--- src/rtl/bcd_display_driver.sv ---
// bcd_display_driver
//   Takes one 8-bit binary value per start/ready handshake and converts it to
//   three BCD digits with a sequential shift-and-add-3 (double-dabble) engine,
//   one shift per cycle. It drives a time-multiplexed, three-digit, common-anode
//   7-segment display from the last completed result, so the display never
//   shows a partial conversion.
//
//   Parameters:
//     SCAN_DIV  clock cycles each digit stays enabled (>= 2)
//   Ports:
//     clk, rst  clock; asynchronous active-high reset
//     start     load request, taken only when ready=1
//     number    8-bit binary value, sampled on the accepting edge
//     ready     block is idle and will accept start
//     done      one-cycle pulse when bcd is updated
//     bcd       {hundreds, tens, ones}, 4 bits each
//     seg       active-low segments {g,f,e,d,c,b,a}
//     an        active-low digit enables (bit0 ones, bit1 tens, bit2 hundreds)
//   Build option:
//     BCD_LEADING_ZERO_BLANK_EN  blank the leading zero digits (the ones digit
//                                is never blanked)
module bcd_display_driver #(
    parameter int SCAN_DIV = 1024
) (
    input  logic        clk,
    input  logic        rst,
    input  logic        start,
    input  logic [7:0]  number,
    output logic        ready,
    output logic        done,
    output logic [11:0] bcd,
    output logic [6:0]  seg,
    output logic [2:0]  an
);

    localparam int PW = (SCAN_DIV > 2) ? $clog2(SCAN_DIV) : 1;

    typedef enum logic [1:0] {S_IDLE, S_CONV, S_DONE} state_t;

    state_t        state, state_nxt;
    logic [7:0]    shreg;
    logic [11:0]   scratch;
    logic [11:0]   adj;
    logic [2:0]    cnt;
    logic [PW-1:0] pre;
    logic [1:0]    idx;
    logic [3:0]    nib;
    logic          blank;

    // State register
    always_ff @(posedge clk or posedge rst) begin
        if (rst) state <= S_IDLE;
        else     state <= state_nxt;
    end

    // Next-state logic
    always_comb begin
        state_nxt = state;
        case (state)
            S_IDLE:  if (start) state_nxt = S_CONV;
            S_CONV:  if (cnt == 3'd7) state_nxt = S_DONE;
            S_DONE:  state_nxt = S_IDLE;
            default: state_nxt = S_IDLE;
        endcase
    end

    // FSM outputs
    always_comb begin
        ready = (state == S_IDLE);
    end

    // Add-3 correction per nibble, applied before the shift. Each nibble stays
    // <= 9 after every shift, so the 4-bit sum never overflows.
    for (genvar d = 0; d < 3; d++) begin : g_adj
        assign adj[4*d +: 4] = (scratch[4*d +: 4] >= 4'd5) ? scratch[4*d +: 4] + 4'd3
                                                            : scratch[4*d +: 4];
    end

    // Conversion datapath and result register
    always_ff @(posedge clk or posedge rst) begin
        if (rst) begin
            shreg   <= '0;
            scratch <= '0;
            cnt     <= '0;
            bcd     <= '0;
            done    <= 1'b0;
        end else begin
            done <= (state == S_DONE);
            case (state)
                S_IDLE: if (start) begin
                    shreg   <= number;
                    scratch <= '0;
                    cnt     <= '0;
                end
                S_CONV: begin
                    {scratch, shreg} <= {adj[10:0], shreg, 1'b0};
                    cnt              <= cnt + 3'd1;
                end
                S_DONE: bcd <= scratch;
                default: ;
            endcase
        end
    end

    // Display scan: free-running, independent of the conversion FSM
    always_ff @(posedge clk or posedge rst) begin
        if (rst) begin
            pre <= '0;
            idx <= '0;
        end else if (pre == PW'(SCAN_DIV - 1)) begin
            pre <= '0;
            idx <= (idx == 2'd2) ? 2'd0 : idx + 2'd1;
        end else begin
            pre <= pre + PW'(1);
        end
    end

    // Digit select, optional leading-zero blanking, and segment decode
    always_comb begin
        an = ~(3'b001 << idx);
        case (idx)
            2'd0:    nib = bcd[3:0];
            2'd1:    nib = bcd[7:4];
            default: nib = bcd[11:8];
        endcase
`ifdef BCD_LEADING_ZERO_BLANK_EN
        blank = ((idx == 2'd2) && (bcd[11:8] == 4'd0)) ||
                ((idx == 2'd1) && (bcd[11:8] == 4'd0) && (bcd[7:4] == 4'd0));
`else
        blank = 1'b0;
`endif
        case (nib)
            4'd0:    seg = 7'b1000000;
            4'd1:    seg = 7'b1111001;
            4'd2:    seg = 7'b0100100;
            4'd3:    seg = 7'b0110000;
            4'd4:    seg = 7'b0011001;
            4'd5:    seg = 7'b0010010;
            4'd6:    seg = 7'b0000010;
            4'd7:    seg = 7'b1111000;
            4'd8:    seg = 7'b0000000;
            4'd9:    seg = 7'b0010000;
            default: seg = 7'b1111111;
        endcase
        if (blank) seg = 7'b1111111;
    end

endmodule
--- config.mk ---
export PLATFORM = sky130hd
export DESIGN_NAME = bcd_display_driver
export DESIGN_NICKNAME = d
export VERILOG_FILES = /design/src/rtl/bcd_display_driver.sv
export SDC_FILE = /design/constraint.sdc
export NUM_CORES = 1
export LEC_CHECK = 0
export BUFFER_PORTS_ARGS = -buffer_cell sky130_fd_sc_hd__buf_2
export CORE_UTILIZATION = 30
export DETAILED_ROUTE_END_ITERATION = 10
export PLACE_DENSITY = 0.51
export SYNTH_ARGS = -nofsm -noshare
export SYNTH_HDL_FRONTEND = slang
export SYNTH_SLANG_ARGS = --single-unit
--- constraint.sdc ---
create_clock -name clk -period 4.1 [get_ports clk]
set_input_delay 0.615 -clock clk [delete_from_list [all_inputs] [get_ports clk]]
set_output_delay 0.615 -clock clk [all_outputs]
set_load 0.005 [all_outputs]
==> flow_summary.html <==
<table>
<tr><th>Metric</th><th>Value</th></tr>
<tr><th colspan="2">Outcome</th></tr>
<tr><td>Status</td><td>complete, no violations</td></tr>
<tr><th colspan="2">Global route</th></tr>
<tr><td>Maximum number of pins on one net before global-route repair</td><td>51</td></tr>
<tr><td>Vias in the first global route</td><td>1828</td></tr>
<tr><td>Global-route wire length before repair</td><td>8832 um</td></tr>
<tr><td>Overall Global Routing Usage</td><td>0.1243</td></tr>
<tr><td>Number of antenna violations at the first check in global routing</td><td>0</td></tr>
<tr><td>Residual overflow from global routing</td><td>0</td></tr>
<tr><th colspan="2">Timing</th></tr>
<tr><td>Final-report max-slew violation count</td><td>0</td></tr>
<tr><td>Final worst slack</td><td>1.018 ns</td></tr>
<tr><td>Min Tclk post-route</td><td>3.082 ns</td></tr>
<tr><td># setup viols final</td><td>0</td></tr>
<tr><td>Total Negative Setup Slacks</td><td>0 ns</td></tr>
<tr><td>Number of endpoints with negative hold slack in the final report</td><td>0</td></tr>
<tr><td>Final worst path period share</td><td>0.7517</td></tr>
<tr><td>Slew at the pin closest to its max-slew limit</td><td>1.052 ns</td></tr>
<tr><td>Maximum clock frequency</td><td>324.5 MHz</td></tr>
<tr><td>Clock Skews</td><td>0.007631 ns</td></tr>
<tr><td>Max-Slew Margin vs Limit</td><td>0.2974</td></tr>
<tr><td>Worst hold slack across all endpoints</td><td>0.4695 ns</td></tr>
<tr><td>Unrepaired setup endpoints after global routing</td><td>no</td></tr>
<tr><th colspan="2">Yosys</th></tr>
<tr><td>Post-Syn Area</td><td>2624 sq um</td></tr>
<tr><td>Count of distinct cell types in the synthesized netlist</td><td>41</td></tr>
<tr><td>Mean area per synthesized cell</td><td>9.790 sq um</td></tr>
<tr><td>Cell type with the highest aggregate area in the netlist</td><td>sky130_fd_sc_hd__dfrtp_1</td></tr>
<tr><td>Top cells by area in the synthesized netlist</td><td>sky130_fd_sc_hd__dfrtp_1 48%, sky130_fd_sc_hd__ha_1 6.7%, sky130_fd_sc_hd__o21ai_0 5.7%</td></tr>
<tr><td>Number of nets in the synthesized netlist</td><td>293</td></tr>
<tr><td>Most used flip-flop cell after synthesis</td><td>sky130_fd_sc_hd__dfrtp_1</td></tr>
<tr><td>Portion of synthesized cell area occupied by the leading cell type</td><td>0.4769</td></tr>
<tr><td>Warnings from Yosys</td><td>0</td></tr>
<tr><td>Synth Register Bits</td><td>50</td></tr>
<tr><td>Seq/Total Area, Yosys</td><td>0.4769</td></tr>
<tr><td>Gate count of the mapped netlist</td><td>268</td></tr>
<tr><td>Share of synthesized registers carrying an async set or reset</td><td>1.000</td></tr>
<tr><td>Count of flip-flops with a built-in enable after synthesis</td><td>0</td></tr>
<tr><th colspan="2">CTS</th></tr>
<tr><td>Sink count of the clock tree</td><td>50</td></tr>
<tr><td>Post_cts resized</td><td>0</td></tr>
<tr><td>Setup bufs post-CTS</td><td>0</td></tr>
<tr><td>CTS max path bufs</td><td>2</td></tr>
<tr><td>Clk slew on worst S/H paths</td><td>0.10 ns</td></tr>
<tr><td>Clock latency of the later-clocked register in the worst-skew pair</td><td>0.30 ns</td></tr>
<tr><td>Number of buffers added by the clock tree synthesis step</td><td>5</td></tr>
<tr><td># hold bufs at CTS</td><td>0</td></tr>
<tr><td>CTS HTree Levels</td><td>2</td></tr>
<tr><td>Clock Root Buffer</td><td>sky130_fd_sc_hd__clkbuf_8</td></tr>
<tr><td>Clock tree from TritonCTS</td><td>done</td></tr>
<tr><th colspan="2">Final layout</th></tr>
<tr><td>Commonest non-fill, non-tap cell in the layout</td><td>sky130_fd_sc_hd__dfrtp_1</td></tr>
<tr><td>Post-synthesis to final-layout area growth</td><td>12.83%</td></tr>
<tr><td>Final core area utilization</td><td>0.3549</td></tr>
<tr><td>Number of diodes added for antenna fixing</td><td>0</td></tr>
<tr><td>Leading cell types in the layout, fill and taps excluded</td><td>50 x sky130_fd_sc_hd__dfrtp_1, 38 x sky130_fd_sc_hd__nand2_1, 34 x sky130_fd_sc_hd__buf_2, 30 x sky130_fd_sc_hd__o21ai_0, 15 x sky130_fd_sc_hd__a21oi_1</td></tr>
<tr><td>Share of cells above drive strength 1</td><td>0.1846</td></tr>
<tr><td>Final net count</td><td>322</td></tr>
<tr><td>Cell area after layout</td><td>2960 sq um</td></tr>
<tr><th colspan="2">Worst setup path</th></tr>
<tr><td>Start-to-end type of the worst setup path</td><td>register to primary output</td></tr>
<tr><td>Data arrival time at the worst-slack endpoint</td><td>2.47 ns</td></tr>
<tr><td>Kind of launch point of the worst setup path</td><td>register</td></tr>
<tr><td>Crit path buffers/inverters</td><td>2</td></tr>
<tr><td>Max Fanout on Critical Path</td><td>11</td></tr>
<tr><td>Highest-delay cell along the critical path</td><td>sky130_fd_sc_hd__dfrtp_1</td></tr>
<tr><td>Critical path data required time</td><td>3.48 ns</td></tr>
<tr><td>Cell family contributing the most delay on the critical path</td><td>flip-flops</td></tr>
<tr><td>CP Capture Type</td><td>primary output</td></tr>
<tr><td>Stage delay of the slowest cell on the critical path</td><td>0.57 ns</td></tr>
<tr><td>Cell breakdown of the critical path</td><td>mux2i_1, o21ai_0, inv_1, ha_1, or3_1, a31oi_1, buf_2</td></tr>
<tr><th colspan="2">Detailed routing</th></tr>
<tr><td>Antenna-violating nets left</td><td>0</td></tr>
<tr><td>Number of iterations in the first detailed-routing pass</td><td>4</td></tr>
<tr><td>Routed wire length</td><td>5093 um</td></tr>
<tr><td>Average wire per standard cell</td><td>12.64 um</td></tr>
<tr><td>Via density</td><td>4.829</td></tr>
<tr><td>DRC violation count after routing</td><td>0</td></tr>
<tr><td>Starting DRC count in detailed routing</td><td>102</td></tr>
<tr><td>Via count</td><td>1946</td></tr>
<tr><th colspan="2">Power and ir drop</th></tr>
<tr><td>Leak</td><td>1.368 nW</td></tr>
<tr><td>Proportion of power drawn by combinational gates</td><td>0.386</td></tr>
<tr><td>Worst IR drop on VDD</td><td>255.5 uV</td></tr>
<tr><td>Net switching power figure</td><td>664.8 uW</td></tr>
<tr><td>Switching share of power</td><td>0.3774</td></tr>
<tr><td>Power density over cell area</td><td>595.1 nW/um^2</td></tr>
<tr><td>Share of power burned in registers</td><td>0.440</td></tr>
<tr><td>Power share of the clock group</td><td>0.175</td></tr>
<tr><td>Pint</td><td>1.097 mW</td></tr>
<tr><th colspan="2">Job</th></tr>
<tr><td>Max-cap viol count</td><td>0</td></tr>
<tr><th colspan="2">Floorplan</th></tr>
<tr><td>Starting Density</td><td>0.3146</td></tr>
<tr><td>Die Y-Extent</td><td>95.52 um</td></tr>
<tr><td>Core area</td><td>8341 sq um</td></tr>
<tr><td>Number of placement rows</td><td>33</td></tr>
<tr><td>Width of the die</td><td>95.52 um</td></tr>
<tr><td>Full die area</td><td>9124 sq um</td></tr>
<tr><td>Count of pins on the block boundary</td><td>35</td></tr>
<tr><th colspan="2">Placed design</th></tr>
<tr><td>Post-placement setup slack</td><td>1.324 ns</td></tr>
<tr><td>Total of buffers placed on input and output ports</td><td>34</td></tr>
<tr><td>HPWL reported at the end of detailed placement</td><td>3594 um</td></tr>
<tr><td>Final estimated routing congestion in global placement</td><td>0.7318</td></tr>
<tr><td>Placement Cell Area</td><td>2861 sq um</td></tr>
<tr><th colspan="2">Min path</th></tr>
<tr><td>Tightest Hold Check Type</td><td>register to register</td></tr>
</table>
==> final timing paths <==
kind | slack [ns] | depth (start not counted) | startpoint | to
min | 0.47 | 1 | pre[8]$_DFF_PP0_ | pre[8]$_DFF_PP0_
max | 1.02 | 7 | idx[0]$_DFFE_PP0N_ | seg[5]
max in group asynchronous | 2.88 | 2 | rst | scratch[10]$_DFFE_PP0P_
max reg2reg | 2.22 | 2 | state[0]$_DFFE_PP0P_ | bcd[7]$_DFFE_PP0P_
min in group asynchronous | 0.56 | 2 | rst | pre[3]$_DFF_PP0_
min reg2reg | 0.47 | 1 | pre[8]$_DFF_PP0_ | pre[8]$_DFF_PP0_
==> cells in the mapped netlist (all sizes together) (7+ instances only) <==
master  number
a21oi       15
inv         11
nand2b       7
nand3        7
buf          9
nor3b        8
mux2         8
dfrtp       50
o21ai       32
nand2       38
ha          14
nor2         9
xnor2        8
==> stage by stage <==
step	total power [mW]	std cells
after global placement	1.460	395
final	1.762	403
after CTS	1.789	403
after detailed placement	1.470	395
after floorplan	1.259	268
after global routing	1.931	403
==> area by class of cell <==
| class | count | area [sq um] |
|---|---|---|
| Inverter | 11 | 41.29 |
| Multi-Input combinational cell | 194 | 1260 |
| Clock buffer | 6 | 82.58 |
| Fill cell | 879 | 5380 |
| Timing Repair Buffer | 35 | 177.7 |
| Sequential cell | 50 | 1251 |
| Clock inverter | 2 | 16.27 |
| Tap cell | 105 | 131.4 |
==> power groups by stage <==
stage,clock network (mW),registers [mW],logic (mW)
after floorplan,0,0.730,0.529
after global placement,0,0.781,0.679
after detailed placement,0,0.785,0.685
after CTS,0.325,0.775,0.689
after global routing,0.342,0.797,0.792
final,0.308,0.774,0.679
==> per-layer routing <==
| metal | vias to the layer above | track usage | share of wire |
|---|---|---|---|
| met5 | - | 0 | 0 |
| met4 | 0 | 0.03358 | 0.012 |
| met3 | 7 | 0.02632 | 0.030 |
| met2 | 26 | 0.1940 | 0.44 |
| met1 | 928 | 0.1741 | 0.52 |
| li1 | 985 | - | - |
==> flip-flops by register name, indices dropped and copies added (netlist names) <==
name	cells
state	2
bcd	12
cnt	3
done	1
scratch	12
shreg	8
pre	10
idx	2
==> kinds of logic (layout without fill, tap and decap cells) <==
| family | count (synthesis) | in the layout | share of synthesized area |
|---|---|---|---|
| simple gates | 85 | 85 | 0.1579 |
| compound gates | 70 | 70 | 0.1617 |
| fa+ha+maj | 14 | 14 | 0.06676 |
| xor+xnor | 11 | 11 | 0.03672 |
| flops | 50 | 50 | 0.4769 |
| mux | 14 | 14 | 0.05723 |
| buf+inv | 24 | 54 | 0.04292 |
(Power assumes the default switching activity.)
